### src/rtl/dp2_calculator.sv
// Multi-cycle W-bit calculator: FSM controller with operand, opcode and result registers.
// Define DP2_SAT_EN to make ADD/SUB saturate instead of wrapping modulo 2^W.
module dp2_calculator #(
    parameter int W = 3
) (
    input  logic         clk,
    input  logic         rst_n,
    input  logic         Go,
    input  logic [1:0]   Op,
    input  logic [W-1:0] in1,
    input  logic [W-1:0] in2,
    output logic [W-1:0] out,
    output logic [3:0]   CSout,
    output logic         Done
);

    typedef enum logic [3:0] {
        S_IDLE   = 4'd0,
        S_LOAD   = 4'd1,
        S_DECODE = 4'd2,
        S_ADD    = 4'd3,
        S_SUB    = 4'd4,
        S_AND    = 4'd5,
        S_XOR    = 4'd6,
        S_DONE   = 4'd7
    } state_t;

    state_t         state, state_nxt;
    logic [W-1:0]   a_reg, b_reg, result;
    logic [1:0]     op_reg;

    function automatic logic [W-1:0] add_op(input logic [W-1:0] x, input logic [W-1:0] y);
        logic [W:0] s;
        s = {1'b0, x} + {1'b0, y};
`ifdef DP2_SAT_EN
        return s[W] ? {W{1'b1}} : s[W-1:0];
`else
        return s[W-1:0];
`endif
    endfunction

    function automatic logic [W-1:0] sub_op(input logic [W-1:0] x, input logic [W-1:0] y);
`ifdef DP2_SAT_EN
        return (x < y) ? {W{1'b0}} : (x - y);
`else
        return x - y;
`endif
    endfunction

    always_ff @(posedge clk) begin
        if (!rst_n) begin
            state <= S_IDLE;
        end else begin
            state <= state_nxt;
        end
    end

    always_comb begin
        state_nxt = S_IDLE;
        case (state)
            S_IDLE:   state_nxt = Go ? S_LOAD : S_IDLE;
            S_LOAD:   state_nxt = S_DECODE;
            S_DECODE: begin
                case (op_reg)
                    2'b00:   state_nxt = S_ADD;
                    2'b01:   state_nxt = S_SUB;
                    2'b10:   state_nxt = S_AND;
                    default: state_nxt = S_XOR;
                endcase
            end
            S_ADD, S_SUB, S_AND, S_XOR: state_nxt = S_DONE;
            S_DONE:   state_nxt = S_IDLE;
            default:  state_nxt = S_IDLE;
        endcase
    end

    // Operands are captured only in LOAD, so later input changes cannot disturb a running op
    always_ff @(posedge clk) begin
        if (!rst_n) begin
            a_reg  <= '0;
            b_reg  <= '0;
            op_reg <= '0;
            result <= '0;
        end else begin
            case (state)
                S_LOAD: begin
                    a_reg  <= in1;
                    b_reg  <= in2;
                    op_reg <= Op;
                end
                S_ADD:   result <= add_op(a_reg, b_reg);
                S_SUB:   result <= sub_op(a_reg, b_reg);
                S_AND:   result <= a_reg & b_reg;
                S_XOR:   result <= a_reg ^ b_reg;
                default: ;
            endcase
        end
    end

    assign out   = result;
    assign CSout = state;
    assign Done  = (state == S_DONE);

endmodule

### config.mk
export PLATFORM = sky130hd
export DESIGN_NAME = dp2_calculator
export DESIGN_NICKNAME = d
export VERILOG_FILES = /design/src/rtl/dp2_calculator.sv
export SDC_FILE = /design/constraint.sdc
export NUM_CORES = 1
export LEC_CHECK = 0
export ABC_CLOCK_PERIOD_IN_PS = 3400
export CORE_MARGIN = 4
export CORE_UTILIZATION = 53
export DETAILED_ROUTE_END_ITERATION = 7
export PLACE_DENSITY = 0.82
export SYNTH_ARGS = -nofsm -noshare
export SYNTH_HDL_FRONTEND = slang
export SYNTH_SLANG_ARGS = --single-unit
### constraint.sdc
create_clock -name clk -period 3.4 [get_ports clk]
set_input_delay 1.02 -clock clk [delete_from_list [all_inputs] [get_ports clk]]
set_output_delay 1.02 -clock clk [all_outputs]
set_load 0.02 [all_outputs]
* Word level (Yosys, flattened, before mapping)
Cells that the tools add are included. Widths: inputs -> output; s select.
Storage, ports and cells: bits in registers 15, input port bits 11, output and inout bits 8, word-level logic and storage cells 26
Cells by class: add/subtract/negate cells 2, equal/unequal tests 9, multiplexer cells 4, bitwise operators 2, reduce and logical (&&, ||, !) cells 4
Operators by type and width (count):
- $pmux 3 s4 | 2
- $eq 4x3->1 const B | 4
- $pmux 3 s3 | 1
- $eq 4x2->1 const B | 2
- $eq 4x1->1 const B | 1
- $logic_not 4->1 | 1
- $reduce_bool 4->1 | 1
- $reduce_or 4->1 | 1
- $add 3x3->3 | 1
- $and 3x3->3 | 1
- $sub 3x3->3 | 1
- $xor 3x3->3 | 1
- $eq 2x1->1 const B | 1
- $eq 2x2->1 const B | 1
- $logic_not 2->1 | 1
- $mux 1 | 1

* Logic depth before layout (Yosys ltp)
Gate-level depths: netlist of run 1.
word-level depth 3, gate-level depth with buffers 8

* Worst setup path before layout of run 1
Ideal clock, no wire load.
kind reg-to-reg, start point register state[2] (netlist: CSout[2]), end point register result[2] (netlist: out[2]), setup time 0.065 ns, arrival time 2.180 ns, required time 3.335 ns, setup slack 1.155 ns, cell stages (with the launch flop) 9, path buffers 1, period minus slack after synthesis 2.245 ns, cell sequence dfxtp_1 > buf_2 > nor3b_2 > mux2i_1 > fa_1 > xnor3_1 > a2111oi_2 > a221oi_1 > nor2_1
On the way: word-level cells in the longest chain between the ends 2, elaborated cells on any way between the ends 6
RTL lines:
- start, declared | line 28 | state_t state, state_nxt;
- start signal, assigned | line 54 | state <= state_nxt;
- $eq 4x3->1 or $eq 4x2->1 (tied branches) | line 85 | case (state)
- $pmux 3 s4 or $reduce_bool 4->1 (tied branches)
- end signal, assigned | line 91 | S_ADD: result <= add_op(a_reg, b_reg);
- end signal, assigned | line 92 | S_SUB: result <= sub_op(a_reg, b_reg);
- end signal, assigned | line 93 | S_AND: result <= a_reg & b_reg;
- end, declared | line 29 | logic [W-1:0] a_reg, b_reg, result;
Parallel ways exist; a longest one is shown, timed or not. A chain may end at the register's enable or synchronous reset.

* Final worst setup path of run 1
start point register state[2] (netlist: CSout[2]), end point output port Done
On the way: word-level cells in the longest chain between the ends 1
RTL lines:
- $eq 4x3->1 | line 102 | assign Done = (state == S_DONE);
- end, declared | line 14 | output logic Done
Every way passes these cells.

==> results of run 1 <==
## power by group through the flow
stage	clock network [uW]	registers (uW)	logic, uW
finish	92.5	233	213
floorplan	0	223	169
detailed placement	0	237	213
global route	108	239	237
global placement	0	234	211
CTS	96.9	233	215
## metal layers
layer / vias to the layer above / wire length (um) / GRT usage [%]
li1: 389 / - / -
met1: 309 / 765 / 17.3
met2: 14 / 776 / 24.4
met3: 4 / 71 / 1.81
met4: 0 / 45 / 9.68
met5: - / 0 / 0
## final cells by class
type / instances / area, sq um
Inverter: 11 / 41.3
Multi-Input combinational cell: 77 / 571
Timing Repair Buffer: 17 / 170
Tap cell: 16 / 20.0
Fill cell: 121 / 472
Clock buffer: 3 / 22.5
Sequential cell: 14 / 280
## synthesized netlist by cell type (2+ instances only)
cell      count
inv_1        10
nand2_1       6
ha_1          9
o211a_1       2
mux2i_1       5
buf_2         6
a21oi_1      10
nor2_1       13
nor2b_1       9
dfxtp_1      14
a221oi_1      2
o21ai_1       3
o21ai_0       2
## stage by stage
step | setup WS [ps] | utilization (%) | instance area, sq um
final | 372 | 70.1 | 1100
after global routing | 235 | 70.1 | 1100
after CTS | 365 | 70.1 | 1100
after detailed placement | 673 | 68.7 | 1080
after global placement | 755 | 68.7 | 1080
after floorplan | 1160 | - | 933
## kinds of logic after synthesis
logic type      after synthesis
compound gates               25
buf+inv                      19
simple gates                 33
other cells                   1
flops                        14
xor+xnor                      3
mux                           5
fa+ha+maj                    10
## final timing paths
check            from  endpoint  slack, ps  cells past startpoint
max reg2reg  CSout[2]    out[2]        860                      7
max          CSout[2]      Done        370                      3
min reg2reg    out[0]    out[0]        500                      2
min            out[0]    out[0]        500                      2
## worst max-delay path: cells and delay by family, from the launching register on
family	cells	cell delay [ps]
flops	1	770
buf+inv	2	710
simple gates	1	250
==> results.md, run 1 <==
- Routed vias/inst: 5.19
- Peak fanout along the critical path: 20
- Worst path cell trace: nand3_1 -> inv_2 -> clkdlybuf4s50_1
- Placed cells: 135
- Final Net Count: 145
- Wirelength per Cell: around 12 um
- Seq pwr share: between 40 and 50%
- Final setup violation count: 0
- Tmin final: 3030 ps
- Setup TNS: 0 ps
- Resize count post-CTS: 0
- FF+latch count, synth: 14
- Post-synthesis instance total: 110
- Worst EP arrival: 2010 ps
- Synth warn: 0
- Maxcap violations: 0
- VDD IR max: about 0.24 mV
- Share of cells above drive strength 1: 5.74%
- Leakage power: 0.000457 uW
- Synth area leader: dfxtp_1
- Aggregate routed wire length: 1660 um
- Post-synth top flop: dfxtp_1
- CP max stage delay: 770 ps
- XOR/XNOR Fraction of Synth Area: 4.29%
- Tot Pwr: approximately 540 uW
- Die Ht: between 40 and 50 um
- Die Width: 50.0 um
- Type of origin of the critical path: flop
- Htree depth: 1
- Combinational share of power: between 30% and 40%
- Outcome: finished clean
- Commonest non-fill, non-tap cell in the layout: clkdlybuf4s50_1
- Post-CTS Setup Bufs: 0
- P_int: 341 uW
- Area grow syn2layout: 18.4%
- Overall Global Routing Usage: 14.6%
- Residual DRC: 0
- Post-synth top area share: between 30 and 40%
- 1st-iter DRT viols: 2
- Full die area: 2500 sq um
- Clk Latency, worst-skew pair: 280 ps
- Worst-path clk slew: ~80 ps
- Post-DP HPWL: 1230 um
- Top Ports: 19
- Simple-gate portion of the synthesized area: 19.0%
- Compound-Gate Fraction of Synth Area: between 15 and 20%
- Most frequent cells in the layout: 17 x clkdlybuf4s50_1, 14 x dfxtp_1, 13 x nor2_1, 10 x inv_1, 10 x a21oi_1
- Largest family of logic cells by synthesized area: simple AND/OR/NAND/NOR gates
- Required arrival time at the worst endpoint: 2380 ps
- PwrDens: 487 nW/um^2
- Worst setup EP type: primary output
- Number of synthesized flops with an enable pin: 0
- Syn Nets: 131
- RSZ-0062 raised after global routing: no
- Avg Cell Area, Syn: 8.49 sq um
- Pin count of the biggest net entering global routing: 21
- Type of the most critical hold path: reg -> reg
- Via count: slightly above 700
- Fmax: 330 MHz
- Post-DRT Antenna Nets: 0
- Synthesized area: 933 sq um
- Dominant cells by area after synthesis: dfxtp_1 30%, ha_1 12%, nor2b_1 6.0%
- Post-synth ARST share: 0%
- Relative slew slack: approximately 54%
- Vias in the first global route: 604
- Synth Area in Adders: 14.2%
- Fin cells: approximately 140
- Hold Vio Cnt, Final: 0
- Synth cell types: 32
- Slew Viols, Final: 0
- DRT Pass-1 Iters: 6
- Num rows: 14
- Root buffer cell: clkbuf_4
- CTS Buf Count: 3
- WS Path Type: reg -> out
- Sink Count: 14
- CTS tree: done
- Clock power frac: 17.2%
- Switch share: a little under two fifths
- Port Buf Inserts: 17
- Final period utilization: between 80 and 90%
- Gr ovfl total: 0
- Slew @ Worst Pin: 692 ps
- RePlAce Congestion: 0.759
- Final setup skew: 3.70 ps
- Final hold slack: between 400 and 500 ps
- Hold_buf cts: 0
- Mux contribution to synthesized area: 5.36%
- Core area: 1580 sq um
- First-pass GRT wire length: 2740 um
- Initial antenna violation count: 0
- Clock Path Buffers: 2
- Switching Power: about 200 uW
- Initial Utilization: 59.2%
- CP max-delay cell: dfxtp_1
- ANT cells: 0
- Sequential area share after synthesis: 30.0%
No activity file was read; power rests on OpenSTA's default activity.
==> inputs of run 2 (changes only) <==
- CORE_MARGIN: 4 -> 8
==> results.md, run 2 (same netlist as run 1, synthesis figures left out) <==
- Outcome: finished clean (unchanged)
- Type of the most critical hold path: reg -> reg (unchanged)
- Fmax: 332 MHz (was 330 MHz)
- Resize count post-CTS: 0 (unchanged)
- Routed vias/inst: 5.40 (was 5.19)
- Port Buf Inserts: 17 (unchanged)
- Full die area: 3360 sq um (was 2500 sq um)
- Placed cells: 137 (was 135)
- Initial Utilization: 55.3% (was 59.2%)
- Setup TNS: 0 ps (unchanged)
- First-pass GRT wire length: 2910 um (was 2740 um)
- Required arrival time at the worst endpoint: 2380 ps (about the same)
- Final period utilization: 88.5% (was 89.1%)
- Wirelength per Cell: 12.7 um (was 12.0 um)
- Share of cells above drive strength 1: 7.26% (was 5.74%)
- CTS tree: done (unchanged)
- Switch share: 35.6% (was 36.7%)
- Residual DRC: 0 (unchanged)
- Num rows: 15 (was 14)
- DRT Pass-1 Iters: 4 (was 6)
- PwrDens: 508 nW/um^2 (was 487 nW/um^2)
- Slew @ Worst Pin: 700 ps (was 692 ps)
- Switching Power: 204 uW (was 197 uW)
- ANT cells: 0 (unchanged)
- Clk Latency, worst-skew pair: 270 ps (was 280 ps)
- Type of origin of the critical path: flop (unchanged)
- Combinational share of power: 40.8% (was 39.5%)
- Final Net Count: 146 (was 145)
- Htree depth: 1 (unchanged)
- CTS Buf Count: 3 (unchanged)
- RePlAce Congestion: 0.733 (was 0.759)
- Tmin final: 3010 ps (was 3030 ps)
- Tot Pwr: 572 uW (was 538 uW)
- Core area: 1690 sq um (was 1580 sq um)
- Seq pwr share: 38.6% (was 43.3%)
- Vias in the first global route: 697 (was 604)
- Root buffer cell: clkbuf_4 (unchanged)
- P_int: 369 uW (was 341 uW)
- Worst-path clk slew: 90 ps (was 80 ps)
- Final setup skew: 2.62 ps (was 3.70 ps)
- Post-DP HPWL: 1320 um (was 1230 um)
- Die Width: 58.0 um (was 50.0 um)
- Final core utilization: 66.7% (was 70.1%)
- Final setup violation count: 0 (unchanged)
- Post-CTS Setup Bufs: 0 (unchanged)
- Die Ht: 58.0 um (was 50.0 um)
- 1st-iter DRT viols: 9 (was 2)
- Peak fanout along the critical path: 20 (unchanged)
- Area grow syn2layout: 20.8% (was 18.4%)
- WS Path Type: reg -> out (unchanged)
- Sink Count: 14 (unchanged)
- Post-DRT Antenna Nets: 0 (unchanged)
- Clock power frac: 20.7% (was 17.2%)
- Relative slew slack: 53.3% (was 53.8%)
- Most frequent cells in the layout: 17 x clkdlybuf4s50_1, 14 x dfxtp_1, 13 x nor2_1, 10 x inv_1, 10 x a21oi_1 (unchanged)
- Leakage power: 0.000469 uW (was 0.000457 uW)
- Commonest non-fill, non-tap cell in the layout: clkdlybuf4s50_1 (unchanged)
- Fin cells: 141 (was 138)
- Worst setup EP type: primary output (unchanged)
- Maxcap violations: 0 (unchanged)
- Aggregate routed wire length: 1780 um (was 1660 um)
- Slew Viols, Final: 0 (unchanged)
- Initial antenna violation count: 0 (unchanged)
- Hold_buf cts: 0 (unchanged)
- Worst EP arrival: 1990 ps (was 2010 ps)
- Overall Global Routing Usage: 10.8% (was 14.6%)
- Top Ports: 19 (unchanged)
- Via count: 762 (was 716)
- Pin count of the biggest net entering global routing: 21 (unchanged)
- Gr ovfl total: 0 (unchanged)
- RSZ-0062 raised after global routing: no (unchanged)
- Hold Vio Cnt, Final: 0 (unchanged)
- Clock Path Buffers: 2 (unchanged)
- VDD IR max: 0.265 mV (was 0.235 mV)
run 2: cell types whose count changed in the layout (fill, tap and decap cells not counted):
cell and delta:
buf_4 +1, clkbuf_8 +1
run 2: worst paths after layout:
kind,endpoint,cells past startpoint,startpoint,slack (ps)
setup / recovery,Done,3,CSout[2],390
hold / removal,out[0],2,out[0],510
setup reg to reg,out[2],7,CSout[2],780
hold reg to reg,out[0],2,out[0],510
run 2: power by group through the flow:
stage	clock (uW)	combinational, uW	sequential (uW)
floorplan	0	169	223
global placement	0	227	222
detailed placement	0	234	224
CTS	121	234	220
global route	130	258	225
finish	118	233	221
run 2: stage by stage:
| stage | hold WS (ps) | area (sq um) | setup WS (ps) |
|---|---|---|---|
| 4_1_cts | 507 | 1130 | 391 |
| 6_report | 508 | 1130 | 392 |
| 2_1_floorplan | 511 | 933 | 1160 |
| 5_1_grt | 530 | 1130 | 269 |
| 3_5_place_dp | 494 | 1090 | 705 |
| 3_3_place_gp | 480 | 1090 | 754 |
run 2: worst max-delay path: stages, from the launching register on:
cell and delay (ps):
dfxtp_1 780, nand3_1 240, inv_2 100, clkdlybuf4s50_1 600
run 2: cell type report:
cell class | instances | area [sq um]
multi-input combinational | 77 | 571
fill | 146 | 562
sequential | 14 | 280
timing repair buffer | 18 | 178
inverter | 11 | 41.3
clock buffer | 4 | 36.3
tap | 17 | 21.3
run 2: per-layer routing:
layer / vias to the layer above / routed length (um) / track usage [%]
met1: 342 / 846 / 13.0
met5: - / 0 / 0
li1: 395 / - / -
met3: 4 / 97 / 3.09
met4: 0 / 17 / 4.55
met2: 21 / 823 / 17.5
==> inputs of run 3 (changes only) <==
- REMOVE_ABC_BUFFERS: default -> 1
==> results.md, run 3 (same netlist as run 1, synthesis figures left out) <==
- Hold_buf cts: 0 (unchanged)
- Htree depth: 1 (unchanged)
- Core area: 1690 sq um (unchanged)
- Outcome: finished clean (unchanged)
- Overall Global Routing Usage: 11.8% (was 10.8%)
- Flop-to-flop setup slack: 840 ps (was 780 ps)
- Most frequent cells in the layout: 17 x clkdlybuf4s50_1, 14 x dfxtp_1, 13 x nor2_1, 10 x inv_1, 10 x a21oi_1 (unchanged)
- Met3 Use GR: 2.87% (was 3.09%)
- Relative slew slack: 52.6% (was 53.3%)
- First-pass GRT wire length: 3100 um (was 2910 um)
- Die Ht: 58.0 um (unchanged)
- Die Width: 58.0 um (unchanged)
- Worst-path clk slew: 90 ps (about the same)
- Vias in the first global route: 715 (was 697)
- Met1 usage: 13.9% (was 13.0%)
- Reg area: 280 sq um (unchanged)
- VDD IR max: 0.348 mV (was 0.265 mV)
- Worst setup EP type: primary output (unchanged)
- PwrDens: 511 nW/um^2 (was 508 nW/um^2)
- Worst path cell trace: nand3_1 -> inv_2 -> clkdlybuf4s50_1 (unchanged)
- Final core utilization: 66.7% (unchanged)
- Final hold slack: 505 ps (was 508 ps)
- Pin count of the biggest net entering global routing: 21 (unchanged)
- CP max stage delay: 790 ps (was 780 ps)
- Setup crit start: CSout[2] (unchanged)
- Area grow syn2layout: 20.8% (unchanged)
- Commonest non-fill, non-tap cell in the layout: clkdlybuf4s50_1 (unchanged)
- Root buffer cell: clkbuf_4 (unchanged)
- Via count: 754 (was 762)
- Aggregate routed wire length: 1870 um (was 1780 um)
- CP max-delay cell: dfxtp_1 (unchanged)
- Initial antenna violation count: 0 (unchanged)
- Share of cells above drive strength 1: 7.26% (unchanged)
- Final setup violation count: 0 (unchanged)
- Type of the most critical hold path: reg -> reg (unchanged)
- Post-DP HPWL: 1410 um (was 1320 um)
- Num rows: 15 (unchanged)
- Peak fanout along the critical path: 20 (unchanged)
- Placed cells: 137 (unchanged)
- Final Net Count: 146 (unchanged)
- Sink Count: 14 (unchanged)
- Initial Utilization: 55.3% (unchanged)
- Hold EP: out[0] (unchanged)
- Post-DRT Antenna Nets: 0 (unchanged)
- Tot Pwr: 576 uW (was 572 uW)
- Tmin final: 3060 ps (was 3010 ps)
- Type of origin of the critical path: flop (unchanged)
- Multi-input logic area: 571 sq um (unchanged)
- Port Buf Inserts: 17 (unchanged)
- Full die area: 3360 sq um (unchanged)
- Resize count post-CTS: 0 (unchanged)
- Worst Hold Launch: out[0] (unchanged)
- Reg2reg end: out[2] (unchanged)
- Hold Crit Depth: 2 (unchanged)
- # fillers: 150 (was 146)
- Clock Path Buffers: 2 (unchanged)
- Residual DRC: 0 (unchanged)
- M2 GR Usage: 19.3% (was 17.5%)
- Clk Latency, worst-skew pair: 280 ps (was 270 ps)
- WS Path Type: reg -> out (unchanged)
- Wirelength per Cell: 13.2 um (was 12.7 um)
- Slew Viols, Final: 0 (unchanged)
- Setup TNS: 0 ps (unchanged)
- Required arrival time at the worst endpoint: 2380 ps (about the same)
- CTS tree: done (unchanged)
- DRT Pass-1 Iters: 4 (unchanged)
- Peak-usage layer in the global routing report: met2 (unchanged)
- Hold Vio Cnt, Final: 0 (unchanged)
- Top Ports: 19 (unchanged)
- Maxcap violations: 0 (unchanged)
- ANT cells: 0 (unchanged)
- CTS Buf Count: 3 (unchanged)
- 1st-iter DRT viols: 4 (was 9)
- Worst R2R Path Depth: 7 (unchanged)
- Fin cells: 141 (unchanged)
- Routed vias/inst: 5.35 (was 5.40)
- RSZ-0062 raised after global routing: no (unchanged)
- Worst EP arrival: 2040 ps (was 1990 ps)
- RePlAce Congestion: 0.764 (was 0.733)
- Final setup skew: 5.35 ps (was 2.62 ps)
- Gr ovfl total: 0 (unchanged)
- Leakage power: 0.000469 uW (unchanged)
- Fmax: 327 MHz (was 332 MHz)
- Slew @ Worst Pin: 710 ps (was 700 ps)
- Reg-to-Reg Start: CSout[2] (unchanged)
- Final period utilization: 90.0% (was 88.5%)
- Post-CTS Setup Bufs: 0 (unchanged)
==> run 3: layout make-up <==
cell class              instances  share of cell area [%]
flip-flops and latches         14                    24.9
well taps                      17                    1.89
clock buffers                   4                    3.22
multi-input cells              77                    50.6
inverters                      11                    3.66
repair buffers                 18                    15.8
==> run 3: worst max path at each step <==
stage	end	slack, ps	cells past startpoint
3_3_place_gp	Done	740	3
6_report	Done	340	3
3_5_place_dp	Done	640	3
2_1_floorplan	out[2]	960	7
5_1_grt	Done	180	3
4_1_cts	Done	330	3
==> run 3: power by group <==
| group | internal [uW] | total (uW) | switching, uW |
|---|---|---|---|
| logic | 115 | 235 | 120 |
| clock network | 65.2 | 120 | 55.0 |
| registers | 188 | 221 | 33.1 |
==> run 3: layer usage <==
metal	wire length [um]	up-vias	part of all wire (%)
met2	942	13	50
met4	32	0	1.7
met5	0	-	0
met3	60	4	3.2
li1	-	393	-
met1	831	344	45
==> run 3: per-stage QoR <==
step / cell area [sq um] / worst slack, ps
final: 1130 / 340
after global routing: 1130 / 183
after CTS: 1130 / 330
after detailed placement: 1090 / 644
after global placement: 1090 / 745
after floorplan: 892 / 964
==> run 3: critical path, delay by kind of cell, from the launching register on <==
kind          cells  cell delay, ps
flops             1             790
buf+inv           2             710
simple gates      1             260
